### config.mk
export PLATFORM = sky130hd
export DESIGN_NAME = transposed_conv2
export DESIGN_NICKNAME = d
export VERILOG_FILES = /design/src/rtl/transposed_conv2.sv
export SDC_FILE = /design/constraint.sdc
export NUM_CORES = 1
export LEC_CHECK = 0
export ABC_AREA = 1
export CELL_PAD_IN_SITES_DETAIL_PLACEMENT = 1
export CELL_PAD_IN_SITES_GLOBAL_PLACEMENT = 1
export CORE_ASPECT_RATIO = 0.75
export CORE_MARGIN = 2
export CORE_UTILIZATION = 42
export DETAILED_ROUTE_END_ITERATION = 8
export PLACE_DENSITY = 0.92
export SKIP_CTS_REPAIR_TIMING = 1
export SLEW_MARGIN = 20
export SYNTH_ARGS = -nofsm -noshare
export SYNTH_HDL_FRONTEND = slang
export SYNTH_SLANG_ARGS = --single-unit
### constraint.sdc
create_clock -name clock -period 15.1 [get_ports clock]
set_input_delay 3.02 -clock clock [delete_from_list [all_inputs] [get_ports clock]]
set_output_delay 3.02 -clock clock [all_outputs]
set_load 0.02 [all_outputs]
### src/rtl/transposed_conv2.sv
// Stride-1 transposed convolution, one multiply-accumulate per cycle.
// Inputs are latched at start; the result map and overflow hold from done until the next job clears them.
module transposed_conv2 #(
    parameter int SIZE      = 3,
    parameter int SIZEKer   = 3,
    parameter int WIDTH_BIT = 8
) (
    input  logic                 clock,
    input  logic                 nreset,
    input  logic                 start,
    input  logic [WIDTH_BIT-1:0] inpMatrixI [SIZE][SIZE],
    input  logic [WIDTH_BIT-1:0] kernel     [SIZEKer][SIZEKer],
    output logic                 busy,
    output logic                 done,
    output logic                 overflow,
    output logic [WIDTH_BIT-1:0] deconvOut  [SIZE+SIZEKer-1][SIZE+SIZEKer-1]
);

    localparam int OUT = SIZE + SIZEKer - 1;
    localparam int IW  = (SIZE    > 1) ? $clog2(SIZE)    : 1;
    localparam int KW  = (SIZEKer > 1) ? $clog2(SIZEKer) : 1;
    localparam int OW  = (OUT     > 1) ? $clog2(OUT)     : 1;
    localparam int PW  = 2 * WIDTH_BIT;

    typedef enum logic [1:0] {IDLE, CLEAR, SCATTER, DONE} state_t;

    state_t               state;
    logic [WIDTH_BIT-1:0] inp_q [SIZE][SIZE];
    logic [WIDTH_BIT-1:0] ker_q [SIZEKer][SIZEKer];
    logic [IW-1:0]        ci, cj;
    logic [KW-1:0]        cki, ckj;

    logic [OW-1:0]        row, col;
    logic [PW-1:0]        prod;
    logic [PW:0]          acc;
    logic                 last;

    always_comb begin
        row  = OW'(ci) + OW'(cki);
        col  = OW'(cj) + OW'(ckj);
        prod = PW'(inp_q[ci][cj]) * PW'(ker_q[cki][ckj]);
        // Full-width sum so a wrap of either the product or the accumulation is visible
        acc  = (PW+1)'(prod) + (PW+1)'(deconvOut[row][col]);
        last = (ci  == IW'(SIZE - 1))    && (cj  == IW'(SIZE - 1)) &&
               (cki == KW'(SIZEKer - 1)) && (ckj == KW'(SIZEKer - 1));
    end

    always_ff @(posedge clock or negedge nreset) begin
        if (!nreset) begin
            state     <= IDLE;
            busy      <= 1'b0;
            done      <= 1'b0;
            overflow  <= 1'b0;
            deconvOut <= '{default: '0};
            inp_q     <= '{default: '0};
            ker_q     <= '{default: '0};
            ci        <= '0;
            cj        <= '0;
            cki       <= '0;
            ckj       <= '0;
        end else begin
            case (state)
                IDLE: begin
                    if (start) begin
                        inp_q <= inpMatrixI;
                        ker_q <= kernel;
                        busy  <= 1'b1;
                        state <= CLEAR;
                    end
                end
                CLEAR: begin
                    deconvOut <= '{default: '0};
                    overflow  <= 1'b0;
                    ci        <= '0;
                    cj        <= '0;
                    cki       <= '0;
                    ckj       <= '0;
                    state     <= SCATTER;
                end
                SCATTER: begin
                    deconvOut[row][col] <= acc[WIDTH_BIT-1:0];
                    if (|acc[PW:WIDTH_BIT]) overflow <= 1'b1;
                    if (ckj == KW'(SIZEKer - 1)) begin
                        ckj <= '0;
                        if (cki == KW'(SIZEKer - 1)) begin
                            cki <= '0;
                            if (cj == IW'(SIZE - 1)) begin
                                cj <= '0;
                                ci <= (ci == IW'(SIZE - 1)) ? '0 : ci + IW'(1);
                            end else begin
                                cj <= cj + IW'(1);
                            end
                        end else begin
                            cki <= cki + KW'(1);
                        end
                    end else begin
                        ckj <= ckj + KW'(1);
                    end
                    if (last) begin
                        done  <= 1'b1;
                        state <= DONE;
                    end
                end
                DONE: begin
                    done  <= 1'b0;
                    busy  <= 1'b0;
                    state <= IDLE;
                end
                default: state <= IDLE;
            endcase
        end
    end

endmodule

# After elaboration in Yosys (flattened, before gate mapping)
# Cells that the tools add are included.
[totals]
regBits = 357
in_bits = 147
elab_cells = 151
[classes]
n_addsub = 7
mul = 1
order_cmp = 8
n_eq_ne = 13
n_mux = 47
n_bitwise = 6
reduce_logical = 18
[op_table]
columns = ["operator", "n"]
rows = [
  ["200-bit one-hot mux with 2 select lines", 1],
  ["200-bit bitwise mux", 1],
  ["40-bit binary-select mux with 3-bit select", 1],
  ["40-bit demux with 3-bit select", 1],
  ["40-bit two-way mux", 3],
  ["24-bit binary-select mux with 2-bit select", 2],
  ["24-bit two-way mux", 4],
  ["8-bit two-way mux", 7],
  ["8-bit binary-select mux with 2-bit select", 2],
  ["8-bit binary-select mux with 3-bit select", 1],
  ["8-bit demux with 3-bit select", 1],
  ["2-bit two-way mux", 12],
  ["16-bit by 8-bit adder with 17-bit output", 1],
  ["8-bit by 8-bit multiplier with 16-bit output", 1],
  ["2-bit one-hot mux with 2 select lines", 4],
  ["2-bit == test, second input constant", 6],
  ["3-bit >= comparator, second input constant", 4],
  ["2-bit inequality test, second input constant", 6],
  ["2-bit NOT with 3-bit output", 4],
  ["2-bit AND reduction", 6],
  ["9-bit OR reduction", 1],
  ["2-bit by 1-bit adder with 2-bit output, second input constant", 4],
  ["4-bit >= comparator, second input constant", 2],
  ["4-bit by 1-bit less-than comparator with 1-bit output, second input constant", 2],
  ["other kinds (11)", 23],
]

# Logic depth before layout (Yosys ltp)
[logic_depth]
depth_word = 12
ltp_mapped = 37

# Worst setup path before layout
# No wires, ideal clock.
[synth_timing]
path_kind = "reg2reg"
from = "register cki[1]"
to = "register deconvOut[55] in the netlist's numbering"
setup_time_ps = 133
t_arrival_ps = 5667
t_required_ps = 14967
setup_slack_ps = 9301
path_stages_with_launch = 27
n_path_buf = 4
cell_sequence = "dfrtp_1 -> clkinv_1 -> clkbuf_1 -> fa_1 -> inv_1 -> nor2_1 -> nand2_1 -> inv_1 -> buf_6 -> buf_4 -> a21oi_1 -> o2111ai_1 -> nand2_1 -> nand4_1 -> fa_1 -> fa_1 -> fa_1 -> fa_1 -> inv_1 -> ha_1 -> nand2_1 -> nand2_1 -> inv_1 -> nand2_1 -> xnor2_1 -> clkbuf_1 -> o22ai_1"
[synth_between]
elab_chain_cells = 11
word_cells_on_any_way = 24
cone_classes = "add/sub: 2; mul: 1; order compare: 2; mux: 16; bitwise: 2; reduce/logical: 1"
[synth_lines]
columns = ["element", "line_no", "source"]
rows = [
  ["from (decl)", "31", "logic [KW-1:0] cki, ckj;"],
  ["from (signal assigned)", "94", "cki <= cki + KW'(1);"],
  ["2-bit NOT with 3-bit output (implied by the code) or 2-bit by 2-bit adder with 3-bit output (tied branches)", "41, 39", ""],
  ["24-bit binary-select mux with 2-bit select or 3-bit NOT with 4-bit output (tied branches)", "41, 43, 81", ""],
  ["24-bit two-way mux (implied by the code) or 40-bit binary-select mux with 3-bit select (tied branches)", "41, 43", ""],
  ["24-bit two-way mux (implied by the code) or 40-bit two-way mux (tied branches)", "41, 43", ""],
  ["8-bit binary-select mux with 2-bit select or 40-bit two-way mux (tied branches)", "41, 43", ""],
  ["8-bit two-way mux (implied by the code) or 8-bit binary-select mux with 3-bit select (tied branches)", "41, 43", ""],
  ["8-bit two-way mux, on equally long branches", "41, 43", ""],
  ["8-bit by 8-bit multiplier with 16-bit output or 8-bit two-way mux (tied branches)", "41, 43", ""],
  ["16-bit by 8-bit adder with 17-bit output", "43", "acc = (PW+1)'(prod) + (PW+1)'(deconvOut[row][col]);"],
  ["200-bit bitwise mux (*)", "81", "deconvOut[row][col] <= acc[WIDTH_BIT-1:0];"],
  ["200-bit one-hot mux with 2 select lines (*)", "62", "case (state)"],
  ["to (signal, indexed assignment)", "81", ""],
  ["to (decl)", "16", "output logic [WIDTH_BIT-1:0] deconvOut [SIZE+SIZEKer-1][SIZE+SIZEKer-1]"],
]
# Every way passes the cells marked *; elsewhere a longest branch is shown, timed or not. The select of a mux whose other input is x is not followed.
# A chain may end at the register's enable or synchronous reset.

# Worst setup path after layout
[layout_timing]
from = "register cki[1]"
to = "register overflow"
[layout_between]
elab_chain_cells = 12
word_cells_on_any_way = 20
cone_classes = "add/sub: 2; mul: 1; eq/ne: 1; mux: 12; bitwise: 2; reduce/logical: 2"
[layout_lines]
columns = ["element", "line_no", "source"]
rows = [
  ["2-bit NOT with 3-bit output (implied by the code) or 2-bit by 2-bit adder with 3-bit output (tied branches)", "41, 39", ""],
  ["24-bit binary-select mux with 2-bit select or 3-bit NOT with 4-bit output (tied branches)", "41, 43", ""],
  ["24-bit two-way mux (implied by the code) or 40-bit binary-select mux with 3-bit select (tied branches)", "41, 43", ""],
  ["24-bit two-way mux (implied by the code) or 40-bit two-way mux (tied branches)", "41, 43", ""],
  ["8-bit binary-select mux with 2-bit select or 40-bit two-way mux (tied branches)", "41, 43", ""],
  ["8-bit two-way mux (implied by the code) or 8-bit binary-select mux with 3-bit select (tied branches)", "41, 43", ""],
  ["8-bit two-way mux, on equally long branches", "41, 43", ""],
  ["8-bit by 8-bit multiplier with 16-bit output or 8-bit two-way mux (tied branches)", "41, 43", ""],
  ["16-bit by 8-bit adder with 17-bit output (*)", "43", ""],
  ["9-bit OR reduction (*)", "82", "if (|acc[PW:WIDTH_BIT]) overflow <= 1'b1;"],
  ["2-bit inequality test (no line) (*)", "-", ""],
  ["2-bit AND reduction (no line) (*)", "-", ""],
  ["to (signal assigned)", "53", "overflow <= 1'b0;"],
  ["to (signal assigned)", "73", "overflow <= 1'b0;"],
  ["to (signal assigned)", "82", ""],
  ["to (decl)", "15", "output logic overflow,"],
]
# Marked as above.

==> qor.yml <==
synth:
  synthCells: 2349
  yosysTopAreaCellShare_pct: 47.6
  ys_dominant_reg_cell: "dfrtp_1"
  synthDistinctLibCells: 36
  synth_commonest_cells: "nand2_1, dfrtp_1, nand3_1, inv_1, o21ai_0"
  syn_area_um2: 18800
  synth.most_common_cell: "nand2_1"
  seq_area_frac_synth_pct: 47.6
  async_reset_ff_share_pct: 100
  yosysTopAreaCell: "dfrtp_1"
  syn_avg_cell_area_um2: 7.99
  synth_area_leaders: "dfrtp_1, nand2_1, nand3_1"
  synth_edf_count: 0
  syn-num-nets: 2588
  ys_ff_latch: 357
  synth_warnings: 0
die:
  die_y_um: 187
  placementRows: 67
  core_um2: 44300
  io_pins: 350
  start_util_pct: 42.3
  dieArea_um2: 46400
  fp.dieW_um: 248
global_routing:
  antenna_found_initial: 1
  grt_util_all_layers_pct: 32.9
  grt_pass1_wl_um: 118000
  gr-total-overflow: 0
  grt_max_degree: 127
  grt_pass1_vias: 20121
sta:
  finalSetupTns_ns: 0
  period_needed_ns: 9.32
  rsz0062_at_grt: "false"
  max_slew.worst_pin.slew_ns: 1.25
  slew_viol_final: 0
  finalSetupViolations: 0
  worst_slew_margin_rel_pct: 16.3
  min_period_over_period_pct: 61.7
  timing.final.hold_violations: 0
  finClkSkew_ns: 0.0206
  max_freq_mhz: 107
cts:
  worstSkewPairLatency_ns: 0.55
  cts_tree: "built"
  root_buffer: "clkbuf_16"
  cts.sinks: 357
  h-tree-depth: 2
  clockBufferDepth: 3
  cts-buffers-inserted: 38
  clkTransAtPathRegs_ns: 0.06
placed_design:
  hpwl_um: 56000
  port_buffers: 349
  gp_congestion: 0.973
route:
  vias_per_cell: 5.87
  drc: 0
  first_pass_iters: 5
  num_vias: 19042
  antenna_left: 0
  routed_wl_um: 77600
  initialDrtViolationCount: 2161
  wl_per_cell_um: 23.9
critical_path:
  r2r_start: "cki[1]"
  critical_path_class: "reg -> reg"
  cp.required_ns: 15.52
  arrival_ns: 9.74
  cp_max_fo: 27
  rr_endpoint: "overflow"
  endpoint_kind: "register"
  path_common_cell: "nand2_1"
  worstRegToRegCells: 31
  r2r_setup_slack_ns: 5.78
  critical-path-max-stage-delay_ns: 1.05
  cp-start-kind: "register"
  slowest_stage: "clkinv_1"
worst_hold_path:
  whs_endpoint: "inp_q[20]"
  hold_depth: 2
  hp-class: "reg -> reg"
  worstHoldStart: "inp_q[20]"
run_status:
  status: "finished clean"
final_layout:
  antennaDiodeCount: 0
  area_growth_pct: 27.5
  layout.nets: 2867
  drive_above_1_share_pct: 3.99
flow_run:
  maxCapViolCount: 0
## metal layers
metal	track usage, %	wire length, µm	vias up
met4	12.2	3000	0
met2	52.2	36500	1069
li1	-	-	8187
met3	8.36	7460	226
met5	0	0	-
met1	43.4	30700	9560
## layout by cell type, fill, tap and decap left out, types with 2 or more instances in the layout
cell	count
a21oi_1	16
clkinv_1	5
o31ai_1	5
clkbuf_8	8
o21ai_0	188
ha_1	46
nand2_1	844
nor3_2	2
xnor2_2	2
nand3_2	3
nor2_1	36
o211ai_1	2
nand2_2	2
bufinv_16	2
nand3_1	284
clkbuf_16	39
dfrtp_1	357
o22ai_1	106
clkbuf_1	4
o2111ai_1	12
clkinv_2	11
nor2_4	2
nor2_2	2
buf_4	16
nand4_1	7
a22oi_1	7
clkinvlp_4	2
o221ai_1	7
buf_6	2
clkdlybuf4s50_1	348
nand2_4	2
fa_1	46
inv_1	224
nor3_1	4
inv_2	4
## how the worst max path moves through the flow
stage / startpoint / to / slack (ns) / cells after the start
floorplan: cki[1] / deconvOut[55] / 9.30 / 26
finish: cki[1] / overflow / 5.78 / 31
detailed placement: cki[1] / overflow / 6.26 / 31
global placement: cki[1] / overflow / 6.56 / 30
global route: cki[1] / overflow / 5.46 / 31
CTS: cki[1] / overflow / 6.11 / 31
## kinds of logic after synthesis
group / after synthesis / share of synthesized area (%)
AND/OR/NAND/NOR: 1190 / 26.2
buffers and inverters: 362 / 7.57
flip-flops: 357 / 47.6
AO/OA/AOI/OAI: 345 / 10.5
adder cells (fa/ha/maj): 92 / 7.97
XOR/XNOR: 3 / 0.140
## worst max-delay path, delay by kind of cell, from the launching register on
kind / cells / cell delay (ns)
simple gates: 17 / 2.73
fa+ha+maj: 6 / 3.04
flops: 1 / 0.38
compound gates: 2 / 0.90
buf+inv: 6 / 2.13
## through the flow
| stage | hold WS (ns) | utilization (%) | setup WS, ns | instances | cell area [µm²] |
|---|---|---|---|---|---|
| after global placement | 0.463 | 51.1 | 6.56 | 3174 | 22600 |
| after CTS | 0.482 | 53.9 | 6.11 | 3243 | 23900 |
| after detailed placement | 0.466 | 51.1 | 6.26 | 3174 | 22600 |
| final | 0.479 | 53.9 | 5.78 | 3243 | 23900 |
| after global routing | 0.494 | 53.9 | 5.46 | 3243 | 23900 |
| after floorplan | 0.449 | - | 9.30 | 2349 | 18800 |
## registers in the layout, indices dropped and copies added, names as in the netlist
register / count
busy: 1
ci: 2
cj: 2
cki: 2
ckj: 2
deconvOut: 200
done: 1
inp_q: 72
ker_q: 72
overflow: 1
state: 2
## final cells by class
| cell class | instances | area [µm²] |
|---|---|---|
| multi-input combinational | 1630 | 8460 |
| clock inverter | 18 | 170 |
| tap | 586 | 733 |
| inverter | 234 | 881 |
| fill | 5292 | 20400 |
| timing repair buffer | 367 | 3640 |
| sequential | 357 | 8930 |
| clock buffer | 51 | 1100 |
Power is not shown: default switching activity piles up to over one toggle a cycle in this logic, so the estimate is an artifact.
